File: src/rtl/mips_pkg.sv
// mips_pkg: shared constants, state encoding and counter width for the IF/ID pipeline register.
package mips_pkg;
  localparam logic [31:0] NOP = 32'h0000_0000;
  localparam logic [31:0] PC_INC = 32'd4;
  localparam int CNT_W = 8;
  typedef logic [CNT_W-1:0] cnt_t;
  localparam cnt_t CNT_MAX = '1;
  typedef enum logic [1:0] {EMPTY, FULL, HELD} ifid_state_e;
endpackage

File: src/rtl/pc_incrementer.sv
// pc_incrementer: combinational pc + 4, wrapping modulo 2^32.
module pc_incrementer
  import mips_pkg::*;
(
  input  logic [31:0] pc_i,
  output logic [31:0] pc_plus4_o
);
  assign pc_plus4_o = pc_i + PC_INC;
endmodule

File: src/rtl/if_id_stage.sv
// if_id_stage: IF/ID pipeline register with hold, flush-to-bubble and a saturating stall counter.
// Define MIPS_BRANCH_DELAY_SLOT_EN to delay the flush by one fetch so the delay-slot instruction survives.
module if_id_stage
  import mips_pkg::*;
(
  input  logic        clk,
  input  logic        rst,
  input  logic [31:0] pc_in,
  input  logic [31:0] instr_in,
  input  logic        hold,
  input  logic        flush,
  output logic [31:0] pc_plus4_out,
  output logic [31:0] instr_out,
  output logic        valid_out,
  output cnt_t        stall_cnt
);
  ifid_state_e state_q, state_d;
  logic [31:0] instr_q, instr_d, pc4_q, pc4_d, pc4;
  cnt_t cnt_q, cnt_d;
  logic eff_flush;
  pc_incrementer u_inc (.pc_i(pc_in), .pc_plus4_o(pc4));
`ifdef MIPS_BRANCH_DELAY_SLOT_EN
  logic pend_q, pend_d;
  // A pending squash waits out any hold so it lands on the first edge that actually advances.
  assign eff_flush = pend_q && !hold;
  assign pend_d = hold ? (pend_q || flush) : flush;
  always_ff @(posedge clk)
    if (rst) pend_q <= 1'b0;
    else pend_q <= pend_d;
`else
  assign eff_flush = flush;
`endif
  always_comb begin
    state_d = state_q;
    instr_d = instr_q;
    pc4_d = pc4_q;
    cnt_d = cnt_q;
    if (eff_flush) begin
      state_d = EMPTY;
      instr_d = NOP;
    end else if (hold) begin
      state_d = (state_q == FULL) ? HELD : state_q;
      cnt_d = (cnt_q == CNT_MAX) ? cnt_q : cnt_q + cnt_t'(1);
    end else begin
      state_d = FULL;
      instr_d = instr_in;
      pc4_d = pc4;
    end
  end
  always_ff @(posedge clk)
    if (rst) begin
      state_q <= EMPTY;
      instr_q <= NOP;
      pc4_q <= '0;
      cnt_q <= '0;
    end else begin
      state_q <= state_d;
      instr_q <= instr_d;
      pc4_q <= pc4_d;
      cnt_q <= cnt_d;
    end
  assign instr_out = instr_q;
  assign pc_plus4_out = pc4_q;
  assign valid_out = (state_q != EMPTY);
  assign stall_cnt = cnt_q;
endmodule

File: config.mk
export PLATFORM = sky130hd
export DESIGN_NAME = if_id_stage
export DESIGN_NICKNAME = d
export VERILOG_FILES = /design/src/rtl/mips_pkg.sv /design/src/rtl/pc_incrementer.sv /design/src/rtl/if_id_stage.sv
export SDC_FILE = /design/constraint.sdc
export NUM_CORES = 1
export LEC_CHECK = 0
export CAP_MARGIN = 20
export CELL_PAD_IN_SITES_DETAIL_PLACEMENT = 1
export CELL_PAD_IN_SITES_GLOBAL_PLACEMENT = 1
export CORE_ASPECT_RATIO = 0.7
export CORE_MARGIN = 10
export CORE_UTILIZATION = 33
export DETAILED_ROUTE_END_ITERATION = 16
export GPL_ROUTABILITY_DRIVEN = 0
export PLACE_DENSITY_LB_ADDON = 0.25
export SYNTH_ARGS = -nofsm -noshare
export SYNTH_HDL_FRONTEND = slang
export SYNTH_SLANG_ARGS = --single-unit
File: constraint.sdc
create_clock -name clk -period 6.1 [get_ports clk]
set_input_delay 1.22 -clock clk [delete_from_list [all_inputs] [get_ports clk]]
set_output_delay 1.22 -clock clk [all_outputs]
set_load 0.01 [all_outputs]
==> results of run 1 <==
[how the worst max path moves through the flow]
stage | startpoint | endpoint | slack (ns) | cells after the start
6_report | pc_in[12] | pc_plus4_out[22] | 2.83 | 6
5_1_grt | pc_in[13] | pc_plus4_out[22] | 2.73 | 6
4_1_cts | pc_in[13] | pc_plus4_out[22] | 2.83 | 6
3_5_place_dp | pc_in[13] | pc_plus4_out[22] | 2.48 | 6
3_3_place_gp | pc_in[12] | pc_plus4_out[22] | 2.56 | 6
2_1_floorplan | pc_in[12] | pc_plus4_out[22] | 3.33 | 6
[synth_stat cells (all sizes together), types with 2 or more instances]
cell type	count	area (um^2)
o21ai	5	25.0
a21oi	4	20.0
dfxtp	74	1480
a311oi	4	35.0
and2	3	18.8
nand2	19	71.3
nand4	10	68.8
xnor2	17	149
and3	3	18.8
a211oi	25	203
xor2	13	114
nor2	74	278
ha	2	25.0
or3	4	25.0
mux2i	33	330
inv	2	7.51
or4	3	22.5
or2	3	18.8
clkbuf	16	60.1
buf	5	20.0
nor3	3	15.0
nor4	7	56.3
nand3	13	65.1
and4	4	35.0
[cells by family (layout without fill, tap and decap cells)]
kind of cell | after synthesis | after routing | share of synthesized area
AO/OA/AOI/OAI | 41 | 41 | 0.0946
multiplexers | 33 | 33 | 0.103
buffers and inverters | 23 | 159 | 0.0273
AND/OR/NAND/NOR | 149 | 149 | 0.225
adder cells (fa/ha/maj) | 2 | 2 | 0.00779
flip-flops | 74 | 74 | 0.461
XOR/XNOR | 30 | 30 | 0.0818
[power groups by stage]
stage               combinational [mW]  clock (mW)  sequential, mW
finish                           0.184       0.493           0.517
floorplan                       0.0643           0           0.537
detailed placement               0.187           0           0.528
global placement                 0.182           0           0.527
CTS                              0.188       0.507           0.518
global route                     0.201       0.532           0.520
[through the flow]
step,worst slack [ns],hold slack [ns],util,power (mW),cell area (um^2)
final,2.83,0.457,0.519,1.20,4980
after global placement,2.56,0.443,0.490,0.709,4710
after floorplan,3.33,0.432,-,0.601,3210
after CTS,2.83,0.461,0.519,1.21,4980
after global routing,2.73,0.477,0.519,1.25,4980
after detailed placement,2.48,0.453,0.490,0.715,4710
[cells in the final DEF, fill, tap and decap left out, types with 2 or more instances in the layout]
cell type | netlist | routed
clkdlybuf4s50_1 | 0 | 139
dfxtp_1 | 74 | 74
nor2_1 | 74 | 73
mux2i_1 | 33 | 33
a211oi_1 | 22 | 22
nand2_1 | 19 | 19
xnor2_1 | 17 | 17
nand3_1 | 13 | 13
xor2_1 | 13 | 13
nand4_1 | 9 | 9
clkbuf_16 | 0 | 9
nor4_1 | 5 | 5
and4_1 | 4 | 4
or3_1 | 4 | 4
o21ai_0 | 4 | 4
a311oi_1 | 4 | 4
a21oi_1 | 4 | 4
or2_2 | 3 | 3
or4_1 | 3 | 3
and3_1 | 3 | 3
a211oi_2 | 3 | 3
nor3_1 | 3 | 3
nor4_2 | 2 | 2
and2_1 | 2 | 2
inv_1 | 2 | 2
ha_1 | 2 | 2
clkbuf_1 | 16 | 2
clkbuf_8 | 0 | 2
buf_4 | 0 | 2
[state kept, by name (all words and copies together) (netlist names)]
register,count
pc_plus4_out,32
state_q,2
instr_out,32
stall_cnt,8
[tightest hold or removal path, stage by stage, from the launching register on]
cell and delay, ns:
dfxtp_1 0.31, nand2_1 0.05, a21oi_1 0.05
[layout make-up]
cell class              count  area share
multi-input cells         255       0.331
flip-flops and latches     74       0.297
repair buffers            142       0.283
clock buffers              13      0.0522
well taps                 128      0.0321
clock inverters             2     0.00251
inverters                   2     0.00151
[layer usage]
layer  wire length [um]  share of wire
met5                  0              0
met4                133          0.012
met3               1010          0.092
met2               5060           0.46
met1               4720           0.43
==> metrics.md, run 1 <==
| Metric | Value |
|---|---|
| Result of the run | `completed` |
| #FFs+latches synth | `74` |
| Worst stage delay on the critical path | `0.73 ns` |
| Antenna viol nets, final | `0` |
| Core Box Area | `9610 um^2` |
| Peak Freq | `~0.31 GHz` |
| Syn Area/Cell | `between 9 and 10 um^2` |
| Std cell rows | `30` |
| Slowest CP cell | `or4_1` |
| Slew @ Worst Pin | `approximately 1.1 ns` |
| Setup Viol. Count Final | `0` |
| R2R Path End | `stall_cnt[2]` |
| Vias | `roughly 3000` |
| Starting DRC count in detailed routing | `141` |
| Placed Instances | `between 600 and 700` |
| First-pass GRT wire length | `17100 um` |
| Critical path required time | `~6.4 ns` |
| Die width | `~140 um` |
| Layout cells sized above 1 | `0.0553` |
| Fillers | `between 1000 and 1500` |
| Yosys warning total | `0` |
| Detailed placement HPWL | `approximately 8500 um` |
| Antenna violations before repair | `0` |
| R2R depth | `6` |
| I/O Buffers | `140` |
| DR vias/cell | `4.92` |
| Relative slew slack | `0.295` |
| Die Ht | `approximately 100 um` |
| Worst Hold Path EP | `pc_plus4_out[3]` |
| Crit path max fanout | `6` |
| Met1 Use GR | `0.189` |
| Io pins | `141` |
| Gate power share | `0.154` |
| Drt total wl | `~11000 um` |
| Min cycle time layout | `around 3.3 ns` |
| Diodes inserted | `0` |
| CTS Buffer Depth | `2` |
| Met2 Usage GRT | `0.237` |
| Crit path kind | `primary input to register` |
| Pre-Repair DR Iteration Count | `4` |
| Grt total ovfl | `0` |
| Min-delay src | `pc_plus4_out[3]` |
| Type of origin of the critical path | `primary input` |
| Seq/Total Area, Yosys | `0.461` |
| Residual DRC | `0` |
| Netlist cell types | `36` |
| Clk_lat worst skew | `roughly 0.33 ns` |
| Final period utilization | `0.537` |
| Buf/Inv on CP | `1` |
| LEAKAGE | `1.79 nW` |
| Net Count, Synth | `between 400 and 500` |
| CTS Buf Count | `9` |
| Routed wire per std cell | `17.7 um` |
| M3 GR Usage | `0.0745` |
| Sequential Area | `between 1000 and 1500 um^2` |
| Ys async rst share | `0` |
| Setup repair bufs after CTS | `0` |
| Vias in the first global route | `3200` |
| Total GRT Usage | `0.155` |
| Seq pwr share | `0.433` |
| Internal | `0.903 mW` |
| CP Capture Type | `register` |
| Die Area | `approximately 14000 um^2` |
| Setup slack, reg-to-reg | `roughly 4.4 ns` |
| Clock transition at path regs | `about 0.060 ns` |
| Initial Util | `0.334` |
| Clock Power Share | `0.413` |
| Final Slew Violations | `0` |
| Switching Power | `just under 0.3 mW` |
| CTS Sinks | `74` |
| Largest net degree at the start of global routing | `between 40 and 50` |
| Worst Hold Class | `register to register` |
| Max-cap viol count | `0` |
| Clk_skew | `around 0.0043 ns` |
| Dominant synthesized flop cell | `dfxtp_1` |
| CTS tree | `yes` |
| Area growth syn-to-layout | `55.1%` |
| Nets@finish | `between 500 and 600` |
| Synthesized netlist cell count | `approximately 350` |
| H-tree depth | `3` |
| Hold buffers post-CTS | `0` |
| Crit path max-delay family | `simple AND/OR/NAND/NOR gates` |
| GR peak layer | `met2` |
| Area of the multi-input gates | `1650 um^2` |
| Root buf cell | `clkbuf_16` |
| EDFF count, synth | `0` |
| Synthesized area | `about 3200 um^2` |
| Worst reg2reg startpoint | `stall_cnt[0]` |
| RSZ-0062 raised after global routing | `false` |
| # resized after CTS | `0` |
| Fin cells | `approximately 620` |
| Worst Path Arrival | `approximately 3.5 ns` |
| Sw Share | `0.244` |
| Setup_tns | `0 ns` |
| VDD IR max | `~160 uV` |
| Final Hold Vio Count | `0` |
| Crit path cell chain | `clkdlybuf4s50_1 -> nand4_1 -> or4_1 -> or3_1 -> xor2_1 -> a211oi_2` |
| Hold path cells | `2` |
| Pwr/cell area | `approximately 240 nW/um^2` |
Note: power is estimated with default switching activity, not from simulation.
==> run 2: changes to the inputs <==
--- a/config.mk
+++ b/config.mk
@@ -10,7 +10,7 @@
 export CELL_PAD_IN_SITES_GLOBAL_PLACEMENT = 1
 export CORE_ASPECT_RATIO = 0.7
 export CORE_MARGIN = 10
-export CORE_UTILIZATION = 33
+export CORE_UTILIZATION = 30
 export DETAILED_ROUTE_END_ITERATION = 16
 export GPL_ROUTABILITY_DRIVEN = 0
 export PLACE_DENSITY_LB_ADDON = 0.25
==> constraint.sdc (replaced) <==
create_clock -name clk -period 3.12 [get_ports clk]
set_input_delay 0.624 -clock clk [delete_from_list [all_inputs] [get_ports clk]]
set_output_delay 0.624 -clock clk [all_outputs]
set_load 0.01 [all_outputs]
==> run 2 against run 1 <==
Clock skew is 0.00084 ns lower. Die area is 8.3% higher. Clock power is 130% higher. Worst hold slack better by 0.0039 ns. Critical endpoint unchanged. Largest cell class unchanged. Largest power group is now clock.
==> metrics.md, run 2 (synthesized netlist as in run 1, its figures left out) <==
| Metric | Value |
|---|---|
| Result of the run | `completed` |
| Total GRT Usage | `0.147` |
| Tot Pwr | `between 2 and 2.5 mW` |
| Pre-Repair DR Iteration Count | `4` |
| Crit path max fanout | `6` |
| Area of the multi-input gates | `roughly 1700 um^2` |
| Post-DP Area | `approximately 4800 um^2` |
| Hold buffers post-CTS | `0` |
| Clk_lat worst skew | `roughly 0.32 ns` |
| Worst Hold Class | `register to register` |
| Die Ht | `around 110 um` |
| CTS tree | `yes` |
| Detailed placement HPWL | `a little under 9000 um` |
| Setup_tns | `0 ns` |
| Fin cells | `626` |
| LEAKAGE | `between 1.5 and 2 nW` |
| CP Capture Type | `register` |
| Routed wire per std cell | `roughly 18 um` |
| Initial Util | `0.309` |
| Antenna viol nets, final | `0` |
| Placed Instances | `610` |
| Peak Freq | `roughly 0.37 GHz` |
| I/O Buffers | `between 100 and 150` |
| # resized after CTS | `0` |
| Antenna violations before repair | `0` |
| Setup Viol. Count Final | `0` |
| Root buf cell | `clkbuf_16` |
| Type of origin of the critical path | `primary input` |
| CTS Buf Count | `9` |
| R2R depth | `6` |
| Worst Hold Path EP | `pc_plus4_out[0]` |
| Vias in the first global route | `about 3300` |
| Min Hold Slack | `between 0.4 and 0.5 ns` |
| VDD IR max | `about 260 uV` |
| Vias | `~3100` |
| Fillers | `~1200` |
| Die Area | `approximately 15000 um^2` |
| Layout cells sized above 1 | `0.0709` |
| Core Box Area | `a little over 10000 um^2` |
| RSZ-0062 raised after global routing | `false` |
| Min-delay src | `pc_plus4_out[0]` |
| Clock transition at path regs | `~0.060 ns` |
| Sequential Area | `between 1000 and 1500 um^2` |
| Final period utilization | `0.868` |
| Clk_skew | `roughly 0.0035 ns` |
| Worst Path Arrival | `2.95 ns` |
| Critical path required time | `between 3 and 4 ns` |
| Min cycle time layout | `~2.7 ns` |
| Crit path kind | `primary input to register` |
| Grt total ovfl | `0` |
| Most frequent cells in the layout | `139 x clkdlybuf4s50_1, 74 x dfxtp_1, 73 x nor2_1, 33 x mux2i_1, 22 x a211oi_1` |
| Hold path cells | `2` |
| Starting DRC count in detailed routing | `between 70 and 80` |
| Final core occ | `0.489` |
| Relative slew slack | `0.566` |
| Setup repair bufs after CTS | `0` |
| Area growth syn-to-layout | `58.1%` |
| DR vias/cell | `about 5` |
| First-pass GRT wire length | `roughly 18000 um` |
| Std cell rows | `31` |
| Drt total wl | `roughly 11000 um` |
| Io pins | `between 100 and 150` |
| Die width | `144 um` |
| CTS Buffer Depth | `2` |
| Final setup margin | `0.411 ns` |
| Diodes inserted | `0` |
| Setup slack, reg-to-reg | `between 1 and 1.5 ns` |
| Max-cap viol count | `0` |
| H-tree depth | `3` |
| Worst reg2reg startpoint | `stall_cnt[0]` |
| Residual DRC | `0` |
| R2R Path End | `stall_cnt[4]` |
| Nets@finish | `roughly 560` |
| Pwr/cell area | `492 nW/um^2` |
| CTS Sinks | `74` |
| Post-route cell area | `about 5100 um^2` |
| Final Slew Violations | `0` |
| Most common cell after layout, fill and taps aside | `clkdlybuf4s50_1` |
| Slew @ Worst Pin | `0.651 ns` |
| Pre-CTS WS | `approximately 0.094 ns` |
| Largest net degree at the start of global routing | `60` |
| Final Hold Vio Count | `0` |
## run 2: cell count changes in the layout (fill, tap and decap cells not counted)
cell and change:
buf_4 +5, bufinv_16 +2, clkbuf_1 -2, clkbuf_8 -2, clkinv_2 -1, clkinv_4 +1, clkinvlp_4 +1, inv_6 +2
## run 2: worst max-delay path: stages
cell and delay (ns):
clkdlybuf4s50_1 0.57, nand4_1 0.22, or4_1 0.75, or3_1 0.42
xor2_1 0.16, a211oi_2 0.21
## run 2: final cells by class
type                       instances  area share
clock buffer                       9      0.0443
tap                              132      0.0325
multi-input combinational        255       0.325
timing repair buffer             147       0.285
clock inverter                     7      0.0199
inverter                           2     0.00148
sequential                        74       0.292
## run 2: how the worst max path moves through the flow
stage | start | to | slack [ns] | cells after the start
5_1_grt | pc_in[13] | pc_plus4_out[22] | 0.32 | 6
3_3_place_gp | pc_in[13] | pc_plus4_out[22] | 0.19 | 6
6_report | pc_in[13] | pc_plus4_out[22] | 0.41 | 6
2_1_floorplan | pc_in[12] | pc_plus4_out[22] | 0.94 | 6
3_5_place_dp | pc_in[13] | pc_plus4_out[22] | 0.09 | 6
4_1_cts | pc_in[13] | pc_plus4_out[22] | 0.44 | 6
## run 2: power breakdown
group	switching (mW)	total, mW	leakage (nW)	internal, mW
Sequential	0.0244	1.01	0.606	0.988
Clock	0.411	1.12	0.153	0.707
Combinational	0.164	0.367	1.07	0.203
Total	0.600	2.50	1.83	1.90
## run 2: metal layers
layer  vias to the layer above  track usage  wire [um]
li1                       1519            -          -
met1                      1501        0.175       5030
met2                        70        0.253       5680
met3                         4       0.0494        709
met4                         0       0.0269         61
met5                         -            0          0
